## src/rtl/flappy_pkg.sv

```systemverilog
// Shared constants, types and bus helpers for the FlappyDash pixel renderer.
package flappy_pkg;

    localparam int unsigned SCREEN_W    = 640;
    localparam int unsigned SCREEN_H    = 480;
    localparam int unsigned COORD_W     = 10;
    localparam int unsigned MAX_PILLARS = 8;
    localparam int unsigned BUS_W       = COORD_W * MAX_PILLARS;

    localparam logic [11:0] DEF_BALL_RGB   = 12'hFFF;
    localparam logic [11:0] DEF_PILLAR_RGB = 12'h0F0;
    localparam logic [11:0] DEF_BG_RGB     = 12'h000;
    localparam logic [11:0] DEF_FLASH_RGB  = 12'hF00;

    typedef logic [COORD_W-1:0] coord_t;
    typedef logic [11:0]        rgb_t;

    // Callers widen their packed bus to BUS_W so one helper serves any pillar count.
    function automatic coord_t pillar_coord(input logic [BUS_W-1:0] bus, input int unsigned idx);
        return bus[idx*COORD_W +: COORD_W];
    endfunction

endpackage

```

## src/rtl/flappy_pillar_hit.sv

```systemverilog
// Combinational hit test for one pillar: solid column except for a vertical gap.
module flappy_pillar_hit
    import flappy_pkg::*;
#(
    parameter int unsigned ACTIVE_WIDTH = SCREEN_W,
    parameter int unsigned PILLAR_WIDTH = 50,
    parameter int unsigned GAP_HEIGHT   = 80
) (
    input  logic [9:0] x,
    input  logic [9:0] y,
    input  logic [9:0] px,
    input  logic [9:0] gy,
    output logic       hit
);

    // 11-bit operands so px+width and gy+gap never wrap.
    logic [10:0] x11, y11, px11, gy11;

    assign x11  = {1'b0, x};
    assign y11  = {1'b0, y};
    assign px11 = {1'b0, px};
    assign gy11 = {1'b0, gy};

    assign hit = (px11 < 11'(ACTIVE_WIDTH))
              && (x11 >= px11)
              && (x11 < px11 + 11'(PILLAR_WIDTH))
              && ((y11 < gy11) || (y11 >= gy11 + 11'(GAP_HEIGHT)));

endmodule

```

## src/rtl/flappy_render_pipe.sv

```systemverilog
// Two-stage pipelined FlappyDash renderer with per-frame shadowing, collision
// reporting and a game-over flash on the ball.
module flappy_render_pipe
    import flappy_pkg::*;
#(
    parameter int unsigned ACTIVE_WIDTH  = SCREEN_W,
    parameter int unsigned ACTIVE_HEIGHT = SCREEN_H,
    parameter int unsigned NUM_PILLARS   = 3,
    parameter int unsigned BALL_X        = SCREEN_W / 3,
    parameter int unsigned BALL_SIZE     = 10,
    parameter int unsigned PILLAR_WIDTH  = 50,
    parameter int unsigned GAP_HEIGHT    = 80,
    parameter logic [11:0] BALL_RGB      = DEF_BALL_RGB,
    parameter logic [11:0] PILLAR_RGB    = DEF_PILLAR_RGB,
    parameter logic [11:0] BG_RGB        = DEF_BG_RGB,
    parameter logic [11:0] FLASH_RGB     = DEF_FLASH_RGB,
    parameter int unsigned FLASH_SHIFT   = 3
) (
    input  logic                      clk,
    input  logic                      reset,
    input  logic                      pix_valid,
    input  logic [9:0]                x,
    input  logic [9:0]                y,
    input  logic                      frame_start,
    input  logic [9:0]                ball_y,
    input  logic [10*NUM_PILLARS-1:0] pillar_x,
    input  logic [10*NUM_PILLARS-1:0] pillar_gap_y,
    input  logic                      game_over,
    output logic [3:0]                r,
    output logic [3:0]                g,
    output logic [3:0]                b,
    output logic                      out_valid,
    output logic                      collision,
    output logic                      collision_valid
);

    localparam int unsigned PW = COORD_W * NUM_PILLARS;

    // Shadow state, sampled once per frame
    coord_t          ball_y_q;
    logic [PW-1:0]   px_q, gy_q;
    logic            go_q;
    logic [7:0]      cnt_q, cnt_d;
    logic [BUS_W-1:0] px_bus, gy_bus;

    // Frame index while game_over stays high; restarts at 0 on the rising frame.
    assign cnt_d = (game_over && go_q) ? cnt_q + 8'd1 : 8'd0;

    always_ff @(posedge clk or posedge reset) begin
        if (reset) begin
            ball_y_q <= '1;
            px_q     <= '1;
            gy_q     <= '1;
            go_q     <= 1'b0;
            cnt_q    <= 8'd0;
        end else if (frame_start) begin
            ball_y_q <= ball_y;
            px_q     <= pillar_x;
            gy_q     <= pillar_gap_y;
            go_q     <= game_over;
            cnt_q    <= cnt_d;
        end
    end

    assign px_bus = BUS_W'(px_q);
    assign gy_bus = BUS_W'(gy_q);

    logic [NUM_PILLARS-1:0] hit_vec;

    for (genvar i = 0; i < NUM_PILLARS; i++) begin : g_pillar
        flappy_pillar_hit #(
            .ACTIVE_WIDTH (ACTIVE_WIDTH),
            .PILLAR_WIDTH (PILLAR_WIDTH),
            .GAP_HEIGHT   (GAP_HEIGHT)
        ) u_hit (
            .x   (x),
            .y   (y),
            .px  (pillar_coord(px_bus, i)),
            .gy  (pillar_coord(gy_bus, i)),
            .hit (hit_vec[i])
        );
    end

    logic [10:0] x11, y11, by11;
    logic        in_area, ball_hit_d, pillar_hit_d;

    assign x11 = {1'b0, x};
    assign y11 = {1'b0, y};
    assign by11 = {1'b0, ball_y_q};
    assign in_area = (x11 < 11'(ACTIVE_WIDTH)) && (y11 < 11'(ACTIVE_HEIGHT));

    assign ball_hit_d = in_area
                     && (x11 >= 11'(BALL_X)) && (x11 < 11'(BALL_X + BALL_SIZE))
                     && (y11 >= by11) && (y11 < by11 + 11'(BALL_SIZE));
    assign pillar_hit_d = in_area && (|hit_vec);

    // Stage 1: hit classification
    logic s1_valid_q, s1_ball_q, s1_pillar_q, s1_crash;

    always_ff @(posedge clk or posedge reset) begin
        if (reset) begin
            s1_valid_q  <= 1'b0;
            s1_ball_q   <= 1'b0;
            s1_pillar_q <= 1'b0;
        end else begin
            s1_valid_q  <= pix_valid;
            s1_ball_q   <= ball_hit_d;
            s1_pillar_q <= pillar_hit_d;
        end
    end

    assign s1_crash = s1_valid_q && s1_ball_q && s1_pillar_q;

    // Stage 2: colour resolve
    rgb_t rgb_d, rgb_q;
    logic out_valid_q;

    always_comb begin
        rgb_d = BG_RGB;
        if (!s1_valid_q) begin
            rgb_d = '0;
        end else if (s1_ball_q) begin
            rgb_d = (go_q && cnt_q[FLASH_SHIFT]) ? FLASH_RGB : BALL_RGB;
        end else if (s1_pillar_q) begin
            rgb_d = PILLAR_RGB;
        end
    end

    always_ff @(posedge clk or posedge reset) begin
        if (reset) begin
            rgb_q       <= '0;
            out_valid_q <= 1'b0;
        end else begin
            rgb_q       <= rgb_d;
            out_valid_q <= s1_valid_q;
        end
    end

    // A crash sitting in S1 on the frame_start cycle belongs to the frame being reported.
    logic acc_q, collision_q, collision_valid_q;

    always_ff @(posedge clk or posedge reset) begin
        if (reset) begin
            acc_q             <= 1'b0;
            collision_q       <= 1'b0;
            collision_valid_q <= 1'b0;
        end else begin
            collision_valid_q <= frame_start;
            if (frame_start) begin
                collision_q <= acc_q | s1_crash;
                acc_q       <= 1'b0;
            end else if (s1_crash) begin
                acc_q <= 1'b1;
            end
        end
    end

    assign r               = rgb_q[11:8];
    assign g               = rgb_q[7:4];
    assign b               = rgb_q[3:0];
    assign out_valid       = out_valid_q;
    assign collision       = collision_q;
    assign collision_valid = collision_valid_q;

endmodule

```

## config.mk

```make
export PLATFORM = sky130hd
export DESIGN_NAME = flappy_render_pipe
export DESIGN_NICKNAME = d
export VERILOG_FILES = /design/src/rtl/flappy_pkg.sv /design/src/rtl/flappy_pillar_hit.sv /design/src/rtl/flappy_render_pipe.sv
export SDC_FILE = /design/constraint.sdc
export NUM_CORES = 1
export LEC_CHECK = 0
export CORE_MARGIN = 8
export CORE_UTILIZATION = 55
export DETAILED_ROUTE_END_ITERATION = 16
export PLACE_DENSITY = 0.82
export SLEW_MARGIN = 20
export SYNTH_ARGS = -nofsm -noshare
export SYNTH_HDL_FRONTEND = slang
export SYNTH_SLANG_ARGS = --single-unit
```

## constraint.sdc

```tcl
create_clock -name clk -period 2.9 [get_ports clk]
set_input_delay 0.435 -clock clk [delete_from_list [all_inputs] [get_ports clk]]
set_output_delay 0.435 -clock clk [all_outputs]
set_load 0.02 [all_outputs]
```

**Word-level counts from Yosys, hierarchy flattened**

Index checks and enable logic that the tools add are counted.

- Reduce and logical (&&, ||, !) cells: 24
- Add/sub/neg operators: 8
- $lt $le $gt $ge: 21
- Bitwise gates (word level): 1
- Mux-type cells: 7

Operators by type and width:

| cell | number |
|---|---|
| less-than comparator 10 x 11 -> 1 bit | 4 |
| >= comparator 10 bit | 4 |
| less-than comparator 10 bit, second input constant | 4 |
| adder 10 x 6 -> 11 bit, second input constant | 3 |
| adder 10 x 7 -> 11 bit, second input constant | 3 |
| >= comparator 10 x 11 -> 1 bit | 3 |
| less-than comparator 10 bit | 3 |
| two-way mux 12 bit | 2 |
| two-way mux 8 bit | 3 |
| logical AND 1 bit | 19 |
| adder 10 x 4 -> 11 bit, second input constant | 1 |
| >= comparator 10 x 8 -> 1 bit, second input constant | 1 |
| less-than comparator 10 x 8 -> 1 bit, second input constant | 1 |
| less-than comparator 10 x 9 -> 1 bit, second input constant | 1 |
| adder 8 x 1 -> 8 bit, second input constant | 1 |
| logical OR 1 bit | 3 |
| OR reduction 3 bit | 1 |
| two-way mux 1 bit | 2 |
| nonzero test 2 bit | 1 |
| OR 1 bit | 1 |

- Bits of input ports: 95
- Bits in registers: 98
- Logic and storage cells: 74
- Output and inout bits: 15

**Depth between registers and ports, before layout**

- Depth in word-level cells: 6
- Mapped depth: 13
- Mapped depth without buffers: 13

**Modules after synthesis**

A second synthesis with hierarchy kept.

- Cell total of the unflattened synthesis: 689
- Area, all modules: 7003.0 sq um

By module, submodules not included:

| module | cells an instance | sequential area each (sq um) | times used | area an instance (sq um) |
|---|---|---|---|---|
| flappy_render_pipe | 290 | 2214.6 | 1 | 3892.5 |
| flappy_pillar_hit at g_pillar[0].u_hit | 131 | 0.0 | 1 | 1046.0 |
| flappy_pillar_hit at g_pillar[1].u_hit | 137 | 0.0 | 1 | 1036.0 |
| flappy_pillar_hit at g_pillar[2].u_hit | 131 | 0.0 | 1 | 1028.5 |

**Worst setup path before layout**

Ideal clock, no wire load.

- Path kind: register -> register
- Start: register px_q[13]
- End: register s1_pillar_q
- Setup slack: 0.308 ns
- Path buffers: 0
- Stages on the path, launching flop included: 11
- Data arrival time: 2.488 ns
- Required time: 2.796 ns
- Library setup time: 0.104 ns
- Clock period less this slack: 2.592 ns
- Path through: dfstp_2 inv_2 nor3_2 nor3_1 or3_1 xnor2_1 ha_1 a21o_1 a2111oi_2 o211ai_1 o311ai_1

- Cells in the longest elaborated chain, start to end: 6
- Elaborated cells on any way between the ends: 9
- Classes of those cells: 1 x add/sub; 3 x order compare; 5 x reduce/logical

Ends and longest elaborated chain:

| item | RTL line | source |
|---|---|---|
| start: declaration | flappy_render_pipe.sv:41 | `logic [PW-1:0] px_q, gy_q;` |
| start signal: assignment | flappy_render_pipe.sv:58 | `px_q <= pillar_x;` |
| adder 10 x 6 -> 11 bit (tied with other cells) | flappy_pillar_hit.sv:26 | `&& (x11 < px11 + 11'(PILLAR_WIDTH))` |
| less-than comparator 10 x 11 -> 1 bit / logical AND 1 bit (equally long branches) | flappy_pillar_hit.sv:26, flappy_pillar_hit.sv:25 |  |
| logical AND 1 bit * | flappy_pillar_hit.sv:26 |  |
| logical AND 1 bit * | flappy_pillar_hit.sv:27 | `&& ((y11 < gy11) \|\| (y11 >= gy11 + 11'(GAP_HEIGHT)));` |
| OR reduction 3 bit * | flappy_render_pipe.sv:95 | `assign pillar_hit_d = in_area && (\|hit_vec);` |
| logical AND 1 bit * | flappy_render_pipe.sv:95 |  |
| via pillar_hit_d | flappy_render_pipe.sv:85 | `logic in_area, ball_hit_d, pillar_hit_d;` |
| end signal: assignment | flappy_render_pipe.sv:108 | `s1_pillar_q <= pillar_hit_d;` |
| end: declaration | flappy_render_pipe.sv:98 | `logic s1_valid_q, s1_ball_q, s1_pillar_q, s1_crash;` |

The timed path passes the listed nets; every way through them passes the cells marked *.
A chain may end at the register's enable or synchronous reset.

**Final worst setup path**

Same ends and word-level chain as after synthesis.

==> flow_summary.json <==
{
  "status": "finished, final reports clean",
  "first_global_vias": 6432,
  "dr.pass1.iters": 5,
  "fin_util": 0.696,
  "syn-instance-count": 742,
  "htreeDepth": 3,
  "synth.avg_cell_area_um2": 9.13,
  "critPathCaptureType": "flop",
  "drt-initial-drc-count": 366,
  "relSlewSlack": 0.486,
  "slowest_delay_ns": 0.55,
  "yosys_warnings": 0,
  "port_buffers": 109,
  "synth_commonest_cells": "132 x ha_1, 95 x o21ai_0, 84 x nand2_1",
  "ir_drop_mv": 0.371,
  "path_delay_family": "compound AO/OA/AOI/OAI gates",
  "report.final.slew_viol_count": 0,
  "yosys-top-cells-area": "dfstp_2 27%, ha_1 24%, o21ai_0 7.0%",
  "ys.flop_type": "dfstp_2",
  "critical_path_class": "reg -> reg",
  "wirelength_mm": 18.0,
  "powerDensity_nw_per_um2": 468,
  "worstPathArrival_ns": 3.10,
  "leakagePower_nw": 3.73,
  "async_reset_ff_frac": 1.00,
  "slowest_stage": "dfstp_2",
  "syn2layout_area_growth_pct": 23.5,
  "cts_sinks": 85,
  "setup_viol": 0,
  "fin_crit_sh": 0.981,
  "routedWlPerCell_um": 18.0,
  "clk_pin_slew_ns": 0.07,
  "worstHoldPathType": "reg -> reg",
  "min_period_ns": 2.85,
  "fillerInstances": 893,
  "fin_setup_tns_ns": 0,
  "tightest_slew_ns": 0.771,
  "die_area_um2": 16100,
  "hpwl_mm": 14.0,
  "root_buffer": "clkbuf_16",
  "clockBufferDepth": 2,
  "fin_area_um2": 8370,
  "clock_latency_ns": 0.35,
  "max_freq_mhz": 351,
  "grt_max_degree": 82,
  "critPathMaxFanout": 3,
  "synth_edf_count": 0,
  "start_kind": "flop",
  "cp.buffers_inverters": 1,
  "cp_cell_sequence": "inv_2 -> nor3_4 -> nor3_2 -> or3_4 -> xnor2_2 -> ha_1 -> a21o_1 -> a2111oi_4 -> o211ai_1 -> o311ai_1",
  "place.gp.congestion": 0.911,
  "cts_tree": "yes",
  "maxCapViolations": 0,
  "coreArea_um2": 12000,
  "die_w_um": 127,
  "grtUsageTotal": 0.227,
  "fin_skew_ns": 0.00645,
  "yosysSeqAreaShare": 0.327,
  "num-nets-final": 1074,
  "cts_setup_buffers": 0,
  "cts_made_buffers": 9,
  "syn_area_um2": 6770,
  "die_h_um": 127,
  "hold_viol": 0,
  "post-route-drc-count": 0,
  "hold_ws_ns": 0.415,
  "synth_top_area_cell": "dfstp_2",
  "vias_per_cell": 5.90,
  "start_util": 0.564,
  "overflow": 0,
  "synth_most_common_cell": "ha_1",
  "ys_seq_elements": 85,
  "placed_cell_area_um2": 8020,
  "rows": 40,
  "synth.top_cell.area_share": 0.272,
  "io_pins": 110,
  "synth_nets": 969,
  "ant_nets": 0,
  "grt_pass1_wl_mm": 30.0,
  "antenna_found_initial": 0,
  "diodes": 0,
  "dr_total_vias": 5898,
  "drive_gt1_frac": 0.136,
  "synth.distinct_cells": 56,
  "critical_path_required_ns": 3.16
}
power by group:
| part | total, mW | internal (mW) | leakage [nW] | switching [mW] |
|---|---|---|---|---|
| clock | 1.26 | 0.756 | 0.151 | 0.506 |
| combinational | 1.21 | 0.574 | 2.64 | 0.639 |
| sequential | 1.44 | 1.36 | 0.932 | 0.0833 |
| total | 3.91 | 2.69 | 3.73 | 1.23 |
stage by stage:
step / worst slack [ns] / total power [mW] / instances
after CTS: 0.0683 / 3.90 / 999
after detailed placement: 0.105 / 2.63 / 983
final: 0.0546 / 3.91 / 999
after global placement: 0.143 / 2.54 / 983
after global routing: -0.0299 / 4.13 / 999
after floorplan: 0.308 / 2.19 / 742
area by class of cell:
type	count	area [um^2]	share of cell area
clock inverter	4	73.8	0.00882
multi-input combinational	557	4190	0.500
inverter	75	283	0.0338
clock buffer	12	236	0.0283
timing repair buffer	119	1190	0.142
tap	147	184	0.0220
sequential	85	2210	0.265
worst paths after layout:
kind,start,end,slack (ns),cells after the start
worst max-delay path,px_q[13],s1_pillar_q,0.05,10
min in group asynchronous,reset,s1_pillar_q,0.47,2
worst min-delay path,s1_valid_q,out_valid,0.41,0
worst max register to register,px_q[13],s1_pillar_q,0.05,10
max in group asynchronous,reset,gy_q[1],1.69,3
worst min register to register,s1_valid_q,out_valid,0.41,0
layout by cell type, fill, tap and decap left out, types with 3 or more instances in the layout:
| cell type | synthesis | layout |
|---|---|---|
| inv_2 | 4 | 4 |
| mux2_2 | 9 | 9 |
| o21ai_0 | 95 | 95 |
| clkdlybuf4s50_1 | 0 | 108 |
| nor3_1 | 13 | 12 |
| nand2b_1 | 8 | 8 |
| a21oi_1 | 36 | 36 |
| o21ai_1 | 9 | 9 |
| o21bai_1 | 3 | 3 |
| a21o_1 | 10 | 10 |
| clkbuf_16 | 0 | 9 |
| xnor2_1 | 36 | 35 |
| nand4_1 | 13 | 13 |
| nor2_1 | 20 | 20 |
| buf_4 | 9 | 9 |
| a2111oi_0 | 4 | 4 |
| xor2_1 | 4 | 4 |
| dfrtp_1 | 15 | 15 |
| o21a_1 | 12 | 12 |
| clkbuf_1 | 15 | 3 |
| nor2b_1 | 8 | 8 |
| a211oi_1 | 9 | 9 |
| nand3_1 | 6 | 6 |
| o2111ai_1 | 5 | 5 |
| inv_1 | 71 | 70 |
| dfstp_2 | 70 | 70 |
| ha_1 | 132 | 132 |
| and3_1 | 3 | 3 |
| nand2_1 | 84 | 84 |
| o211ai_1 | 5 | 5 |
registers in the layout (all words and copies together) (netlist names):
name,cells
acc_q,1
ball_y_q,10
cnt_q,4
collision,1
collision_valid,1
go_q,1
gy_q,30
out_valid,1
px_q,30
rgb_q,3
s1_ball_q,1
s1_pillar_q,1
s1_valid_q,1
cell families after synthesis:
logic type | share of synthesized area
flip-flops | 0.327
AO/OA/AOI/OAI | 0.185
buffers and inverters | 0.0606
multiplexers | 0.0150
AND/OR/NAND/NOR | 0.117
XOR/XNOR | 0.0517
adder cells (fa/ha/maj) | 0.244
metal layers:
metal  GRT usage  vias to the layer above  wire, um  share of wire
li1            -                     2826         -              -
met4       0.106                        0       453          0.025
met3      0.0474                       43       872          0.048
met5           0                        -         0              0
met1       0.247                     2853      7410           0.41
met2       0.413                      176      9270           0.51
timing repair:
| item | 4_1_cts | 5_1_grt |
|---|---|---|
| hold buffers | 0 | 0 |
| gates resized for setup | 0 | 5 |
| setup endpoints to repair | 0 | 1 |
| hold endpoints to repair | 0 | 0 |
No activity file was read; power rests on OpenSTA's default activity.
